[src/rtl/sys_ctrl_pkg.sv]
// Shared constants and state encoding for the command-level system controller.
package sys_ctrl_pkg;

  localparam int DATA_W = 8;
  localparam int ADDR_W = 4;
  localparam int FUN_W  = 4;

  localparam logic [DATA_W-1:0] OP_WR      = 8'hAA;
  localparam logic [DATA_W-1:0] OP_RD      = 8'hBB;
  localparam logic [DATA_W-1:0] OP_ALU_OP  = 8'hCC;
  localparam logic [DATA_W-1:0] OP_ALU_NOP = 8'hDD;

  localparam logic [ADDR_W-1:0] ADDR_OP_A = 4'd0;
  localparam logic [ADDR_W-1:0] ADDR_OP_B = 4'd1;

  typedef enum logic [3:0] {
    IDLE,
    WR_ADDR,
    WR_DATA,
    RD_ADDR,
    RD_WAIT,
    RD_TX,
    ALU_A,
    ALU_B,
    ALU_FUN,
    ALU_WAIT,
    TX_LSB,
    TX_MSB
  } state_t;

endpackage

[src/rtl/sys_ctrl_if.sv]
// Bundle of RX, register-file, ALU and TX-FIFO signals around the system controller.
interface sys_ctrl_if;
  import sys_ctrl_pkg::*;

  logic [DATA_W-1:0]   rx_p_data;
  logic                rx_d_vld;
  logic [DATA_W-1:0]   rd_data;
  logic                rd_data_vld;
  logic [2*DATA_W-1:0] alu_out;
  logic                alu_out_vld;
  logic                fifo_full;

  logic [FUN_W-1:0]    alu_fun;
  logic                alu_en;
  logic                clk_gate_en;
  logic [ADDR_W-1:0]   addr;
  logic                wr_en;
  logic                rd_en;
  logic [DATA_W-1:0]   wr_data;
  logic [DATA_W-1:0]   tx_p_data;
  logic                tx_d_vld;

  // The controller is the master; the surrounding system is the slave.
  modport master (
    input  rx_p_data, rx_d_vld, rd_data, rd_data_vld, alu_out, alu_out_vld, fifo_full,
    output alu_fun, alu_en, clk_gate_en, addr, wr_en, rd_en, wr_data, tx_p_data, tx_d_vld
  );

  modport slave (
    output rx_p_data, rx_d_vld, rd_data, rd_data_vld, alu_out, alu_out_vld, fifo_full,
    input  alu_fun, alu_en, clk_gate_en, addr, wr_en, rd_en, wr_data, tx_p_data, tx_d_vld
  );

endinterface

[src/rtl/sys_ctrl.sv]
// Parses the RX byte stream into register write/read and ALU commands and
// returns read data and ALU results as bytes into the TX FIFO.
module sys_ctrl
  import sys_ctrl_pkg::*;
(
  input  logic       CLK,
  input  logic       RST,
  sys_ctrl_if.master bus
);

  state_t              r_state;
  logic [ADDR_W-1:0]   r_addr_hold;
  logic [DATA_W-1:0]   r_rd_byte;
  logic [2*DATA_W-1:0] r_result;

  logic [FUN_W-1:0]    r_alu_fun;
  logic                r_alu_en;
  logic                r_clk_gate_en;
  logic [ADDR_W-1:0]   r_addr;
  logic                r_wr_en;
  logic                r_rd_en;
  logic [DATA_W-1:0]   r_wr_data;
  logic [DATA_W-1:0]   r_tx_p_data;
  logic                r_tx_d_vld;

  // The write address is held internally so addr only moves together with wr_en.
  always_ff @(posedge CLK or negedge RST) begin
    if (!RST) begin
      r_state       <= IDLE;
      r_addr_hold   <= '0;
      r_rd_byte     <= '0;
      r_result      <= '0;
      r_alu_fun     <= '0;
      r_alu_en      <= 1'b0;
      r_clk_gate_en <= 1'b0;
      r_addr        <= '0;
      r_wr_en       <= 1'b0;
      r_rd_en       <= 1'b0;
      r_wr_data     <= '0;
      r_tx_p_data   <= '0;
      r_tx_d_vld    <= 1'b0;
    end else begin
      r_wr_en    <= 1'b0;
      r_rd_en    <= 1'b0;
      r_tx_d_vld <= 1'b0;
      case (r_state)
        IDLE: begin
          if (bus.rx_d_vld) begin
            case (bus.rx_p_data)
              OP_WR:      r_state <= WR_ADDR;
              OP_RD:      r_state <= RD_ADDR;
              OP_ALU_OP:  r_state <= ALU_A;
              OP_ALU_NOP: r_state <= ALU_FUN;
              default:    r_state <= IDLE;
            endcase
          end
        end
        WR_ADDR: begin
          if (bus.rx_d_vld) begin
            r_addr_hold <= bus.rx_p_data[ADDR_W-1:0];
            r_state     <= WR_DATA;
          end
        end
        WR_DATA: begin
          if (bus.rx_d_vld) begin
            r_addr    <= r_addr_hold;
            r_wr_data <= bus.rx_p_data;
            r_wr_en   <= 1'b1;
            r_state   <= IDLE;
          end
        end
        RD_ADDR: begin
          if (bus.rx_d_vld) begin
            r_addr  <= bus.rx_p_data[ADDR_W-1:0];
            r_rd_en <= 1'b1;
            r_state <= RD_WAIT;
          end
        end
        RD_WAIT: begin
          if (bus.rd_data_vld) begin
            r_rd_byte <= bus.rd_data;
            r_state   <= RD_TX;
          end
        end
        RD_TX: begin
          if (!bus.fifo_full) begin
            r_tx_p_data <= r_rd_byte;
            r_tx_d_vld  <= 1'b1;
            r_state     <= IDLE;
          end
        end
        ALU_A: begin
          if (bus.rx_d_vld) begin
            r_addr    <= ADDR_OP_A;
            r_wr_data <= bus.rx_p_data;
            r_wr_en   <= 1'b1;
            r_state   <= ALU_B;
          end
        end
        ALU_B: begin
          if (bus.rx_d_vld) begin
            r_addr    <= ADDR_OP_B;
            r_wr_data <= bus.rx_p_data;
            r_wr_en   <= 1'b1;
            r_state   <= ALU_FUN;
          end
        end
        ALU_FUN: begin
          if (bus.rx_d_vld) begin
            r_alu_fun     <= bus.rx_p_data[FUN_W-1:0];
            r_alu_en      <= 1'b1;
            r_clk_gate_en <= 1'b1;
            r_state       <= ALU_WAIT;
          end
        end
        // The ALU is released and its clock gated again as soon as the result is captured.
        ALU_WAIT: begin
          if (bus.alu_out_vld) begin
            r_result      <= bus.alu_out;
            r_alu_en      <= 1'b0;
            r_clk_gate_en <= 1'b0;
            r_state       <= TX_LSB;
          end
        end
        TX_LSB: begin
          if (!bus.fifo_full) begin
            r_tx_p_data <= r_result[DATA_W-1:0];
            r_tx_d_vld  <= 1'b1;
            r_state     <= TX_MSB;
          end
        end
        TX_MSB: begin
          if (!bus.fifo_full) begin
            r_tx_p_data <= r_result[2*DATA_W-1:DATA_W];
            r_tx_d_vld  <= 1'b1;
            r_state     <= IDLE;
          end
        end
        default: r_state <= IDLE;
      endcase
    end
  end

  assign bus.alu_fun     = r_alu_fun;
  assign bus.alu_en      = r_alu_en;
  assign bus.clk_gate_en = r_clk_gate_en;
  assign bus.addr        = r_addr;
  assign bus.wr_en       = r_wr_en;
  assign bus.rd_en       = r_rd_en;
  assign bus.wr_data     = r_wr_data;
  assign bus.tx_p_data   = r_tx_p_data;
  assign bus.tx_d_vld    = r_tx_d_vld;

endmodule

[src/flat_wrapper.sv]
// flat-port wrapper written by rule: the top's interface ports become plain ports
module sys_ctrl_flat import sys_ctrl_pkg::*;
  (CLK, RST, bus_rx_p_data, bus_rx_d_vld, bus_rd_data, bus_rd_data_vld, bus_alu_out, bus_alu_out_vld, bus_fifo_full, bus_alu_fun, bus_alu_en, bus_clk_gate_en, bus_addr, bus_wr_en, bus_rd_en, bus_wr_data, bus_tx_p_data, bus_tx_d_vld);
  sys_ctrl_if bus_i ();
  input  logic CLK;
  input  logic RST;
  input wire logic [$bits(bus_i.rx_p_data)-1:0] bus_rx_p_data;
  input wire logic [$bits(bus_i.rx_d_vld)-1:0] bus_rx_d_vld;
  input wire logic [$bits(bus_i.rd_data)-1:0] bus_rd_data;
  input wire logic [$bits(bus_i.rd_data_vld)-1:0] bus_rd_data_vld;
  input wire logic [$bits(bus_i.alu_out)-1:0] bus_alu_out;
  input wire logic [$bits(bus_i.alu_out_vld)-1:0] bus_alu_out_vld;
  input wire logic [$bits(bus_i.fifo_full)-1:0] bus_fifo_full;
  output wire logic [$bits(bus_i.alu_fun)-1:0] bus_alu_fun;
  output wire logic [$bits(bus_i.alu_en)-1:0] bus_alu_en;
  output wire logic [$bits(bus_i.clk_gate_en)-1:0] bus_clk_gate_en;
  output wire logic [$bits(bus_i.addr)-1:0] bus_addr;
  output wire logic [$bits(bus_i.wr_en)-1:0] bus_wr_en;
  output wire logic [$bits(bus_i.rd_en)-1:0] bus_rd_en;
  output wire logic [$bits(bus_i.wr_data)-1:0] bus_wr_data;
  output wire logic [$bits(bus_i.tx_p_data)-1:0] bus_tx_p_data;
  output wire logic [$bits(bus_i.tx_d_vld)-1:0] bus_tx_d_vld;
  assign bus_i.rx_p_data = bus_rx_p_data;
  assign bus_i.rx_d_vld = bus_rx_d_vld;
  assign bus_i.rd_data = bus_rd_data;
  assign bus_i.rd_data_vld = bus_rd_data_vld;
  assign bus_i.alu_out = bus_alu_out;
  assign bus_i.alu_out_vld = bus_alu_out_vld;
  assign bus_i.fifo_full = bus_fifo_full;
  assign bus_alu_fun = bus_i.alu_fun;
  assign bus_alu_en = bus_i.alu_en;
  assign bus_clk_gate_en = bus_i.clk_gate_en;
  assign bus_addr = bus_i.addr;
  assign bus_wr_en = bus_i.wr_en;
  assign bus_rd_en = bus_i.rd_en;
  assign bus_wr_data = bus_i.wr_data;
  assign bus_tx_p_data = bus_i.tx_p_data;
  assign bus_tx_d_vld = bus_i.tx_d_vld;
  sys_ctrl u_core (.CLK(CLK), .RST(RST), .bus(bus_i));
endmodule
[config.mk]
export PLATFORM = sky130hd
export DESIGN_NAME = sys_ctrl_flat
export DESIGN_NICKNAME = d
export VERILOG_FILES = /design/src/rtl/sys_ctrl_pkg.sv /design/src/rtl/sys_ctrl_if.sv /design/src/rtl/sys_ctrl.sv /design/src/flat_wrapper.sv
export SDC_FILE = /design/constraint.sdc
export NUM_CORES = 1
export LEC_CHECK = 0
export BUFFER_PORTS_ARGS = -buffer_cell sky130_fd_sc_hd__buf_2
export CORE_MARGIN = 1
export CORE_UTILIZATION = 40
export CTS_CLUSTER_DIAMETER = 60
export DETAILED_ROUTE_END_ITERATION = 16
export HOLD_SLACK_MARGIN = 0.05
export PLACE_DENSITY = 0.65
export SETUP_SLACK_MARGIN = 0.4
export SYNTH_ARGS = -nofsm -noshare
export SYNTH_HDL_FRONTEND = slang
export SYNTH_SLANG_ARGS = --single-unit
[constraint.sdc]
create_clock -name CLK -period 1.7 [get_ports CLK]
set_input_delay 0.17 -clock CLK [delete_from_list [all_inputs] [get_ports CLK]]
set_output_delay 0.17 -clock CLK [all_outputs]
set_load 0.01 [all_outputs]
==> flow_summary.json <==
{
  "outcome": "finished clean",
  "final_util": 0.6567,
  "p_seq_frac": 0.319,
  "die-width_um": 84.75,
  "min_period_ns": 1.684,
  "p_per_area_nw_per_um2": 1805,
  "peakVddDrop_v": 0.0008202,
  "drive_above_1_share": 0.6561,
  "clock_skew_ns": 0.01065,
  "route.detailed.drc": 0,
  "yosys_warnings": 0,
  "dr.first_iter.drc_count": 180,
  "cellLeakagePower_nw": 2.012,
  "synth_cell_types": 43,
  "first_pass_iters": 12,
  "syn_nets": 270,
  "dp_cells": 378,
  "fin_cells": 423,
  "worst_slew_pin_slew_ns": 0.4249,
  "crit_required_ns": 1.97,
  "netlist_area_um2": 2739,
  "core_um2": 6495,
  "worstReg2RegEnd": "u_core.r_state[3]",
  "area_delta_synth_final_pct": 55.73,
  "slew_violations": 0,
  "max-cap-violations": 0,
  "yosysTopAreaCell": "dfrtp_1",
  "worstSkewPairLatency_ns": 0.34,
  "crit_path_top_delay_cell": "dfrtp_1",
  "min_to": "u_core.r_result[1]",
  "worstSetupPathType": "flop to flop",
  "synth-compound-area-share": 0.1037,
  "viasPerCell": 5.473,
  "path_cells": "or3_4, or4_1, a21o_1, o2bb2ai_2",
  "syn-instance-count": 232,
  "p_int_mw": 5.008,
  "cts_sinks": 60,
  "routed_wl_mm": 7.868,
  "fmax_ghz": 0.5938,
  "r2r_slack_ns": 0.02,
  "path_max_fanout": 8,
  "yosys-top-cells-area": "dfrtp_1 55%, mux2_2 17%, mux2i_1 2.9%",
  "timing.rr.start": "u_core.r_state[1]",
  "whs_ns": 0.06095,
  "cts_tree": "done",
  "grt_max_degree": 61,
  "dieArea_um2": 7182,
  "start_kind": "flop",
  "setup-violations-final": 0,
  "fin_crit_sh": 0.9906,
  "h-tree-depth": 3,
  "grt_pass1_vias": 2306,
  "grt_pass1_wl_mm": 11.81,
  "path_clk_slew_ns": 0.07,
  "synth_area_per_cell_um2": 11.81,
  "holdPathStages": 2,
  "hpwl_mm": 4.245,
  "yosysSeqAreaShare": 0.5482,
  "cts_inserted_buffers": 9,
  "synth_edf_count": 0,
  "min_from": "bus_alu_out[1]",
  "timing.setup.tns_ns": 0,
  "fp-row-count": 29,
  "total_power_mw": 7.700,
  "io_buffers": 66,
  "grt_overflow": 0,
  "maxSlewHeadroom": 0.7141,
  "ios": 67,
  "cpPeakStageDelay_ns": 0.49,
  "cts-root-buf": "clkbuf_8",
  "synthMuxAreaShare": 0.1978,
  "ys_ff_latch": 60,
  "diodes": 0,
  "routabilityCongestion": 0.9455,
  "synth-simple-area-share": 0.1165,
  "hold_viol_final": 0,
  "cp-end-kind": "flop",
  "wl_per_cell_um": 18.60,
  "synthFlopType": "dfrtp_1",
  "detail-route-antenna-nets": 0,
  "hold_class": "input port to flop",
  "vias": 2315,
  "switching_power_mw": 2.692,
  "initial_core_util": 0.4217,
  "synth_top_area_share": 0.5482,
  "fp.dieH_um": 84.75,
  "grt_antenna_before_repair": 0,
  "ctsLongestPathBuffers": 2,
  "yosys.area_share.adder": 0,
  "synth_top_family_by_area": "multiplexers",
  "rsz0062_at_grt": "yes",
  "sw_frac_of_total": 0.3496,
  "async_flop_share": 1.000,
  "rr_worst_depth": 4,
  "nNetsFinal": 380,
  "p_comb_frac": 0.478,
  "clkPwrFrac": 0.203,
  "synth-xor-area-share": 0.003198,
  "arrival_ns": 1.95,
  "grt_usage": 0.2177
}
## cell families (layout without fill, tap and decap cells)
| logic type | Yosys count | count (layout) |
|---|---|---|
| mux | 49 | 49 |
| buf+inv | 17 | 129 |
| compound gates | 44 | 46 |
| simple gates | 61 | 61 |
| flops | 60 | 60 |
| xor+xnor | 1 | 1 |
## layer usage
layer	GRT usage	vias to the layer above	wire (um)
met5	0	-	0
met4	0.1109	0	149
met3	0.04425	16	382
met2	0.3429	75	4034
met1	0.2863	1165	3302
li1	-	1059	-
## synthesized netlist by cell type (2+ instances only)
cell type	instances
clkbuf_1	3
inv_1	4
buf_2	7
mux2_2	41
nor2b_2	2
mux2i_1	8
nand4bb_1	3
nor3_1	5
nor2b_1	3
or3_1	2
a21o_1	3
a32oi_1	2
o21ai_0	14
nand3_1	3
nand2_1	17
a31oi_1	2
dfrtp_1	60
a22oi_1	3
nor2_1	17
a21oi_1	10
## what timing repair did
action                                 in CTS  in global routing
setup endpoints to repair                  59                 60
hold buffers                                1                  0
pin swaps                                  28                 19
endpoints found under the hold margin      60                  0
gates cloned                                5                  0
buffers inserted                           15                  9
gates resized for setup                    60                 49
## per-stage QoR
stage / cell area (um^2) / worst slack (ns)
final: 4265 / 0.01593
after global routing: 4265 / -0.06694
after CTS: 3988 / 0.07600
after detailed placement: 3291 / 0.01218
after global placement: 3291 / 0.04413
after floorplan: 2811 / 0.1273
## sequential cells by signal (all words and copies together) (netlist names)
signal                  flops
u_core.r_result            16
u_core.bus.tx_p_data        8
u_core.bus.wr_data          8
u_core.r_rd_byte            8
u_core.bus.addr             4
u_core.bus.alu_fun          4
u_core.r_addr_hold          4
u_core.r_state              4
u_core.bus.clk_gate_en      1
u_core.bus.rd_en            1
u_core.bus.tx_d_vld         1
u_core.bus.wr_en            1
## worst max-delay path by stage
stage | to | slack [ns] | from
3_5_place_dp | u_core.r_state[0] | 0.01 | u_core.r_state[2]
5_1_grt | u_core.r_state[0] | -0.07 | u_core.r_state[3]
3_3_place_gp | u_core.r_state[0] | 0.04 | u_core.r_state[2]
2_1_floorplan | u_core.r_state[3] | 0.13 | u_core.r_state[2]
4_1_cts | u_core.r_state[3] | 0.08 | u_core.r_state[2]
6_report | u_core.r_state[3] | 0.02 | u_core.r_state[1]
## power groups by stage
stage,logic [mW],clock network (mW),registers (mW)
final,3.68,1.56,2.46
after global routing,3.91,1.64,2.52
after CTS,3.08,1.57,2.38
after detailed placement,2.45,0,2.38
after global placement,2.41,0,2.36
after floorplan,1.62,0,2.42
## worst max-delay path, delay by kind of cell (launching register included)
kind	cells	cell delay [ns]
AOI/OAI and AO/OA	2	0.33
DFF	1	0.49
and+or+nand+nor	2	0.80
## placed cells by master (no fill, tap or decap), types with 3 or more instances in the layout
cell type  synthesis  routed
buf_4              1      21
buf_6              1      14
nor2b_4            0       3
a21oi_2            0       5
nand2_1           17      13
a21o_4             0       3
nor2_4             0       9
o21ai_1            0       8
dfrtp_2            0       3
mux2_2            41      28
o21ai_2            0       3
nand2_2            1       4
a21oi_4            0       4
bufinv_16          0       3
clkbuf_8           0      10
mux2_4             0      13
buf_2              7      66
mux2i_1            8       5
buf_12             0       6
nor2_1            17       7
nor3_1             5       3
dfrtp_1           60      57
## layout make-up
type | instances | area (um^2)
fillers | 462 | 2230
multi-input cells | 157 | 1573
flip-flops and latches | 60 | 1505
repair buffers | 110 | 835.8
clock buffers | 10 | 137.6
clock inverters | 5 | 100.1
well taps | 77 | 96.34
inverters | 4 | 17.52
(Power assumes the default switching activity.)
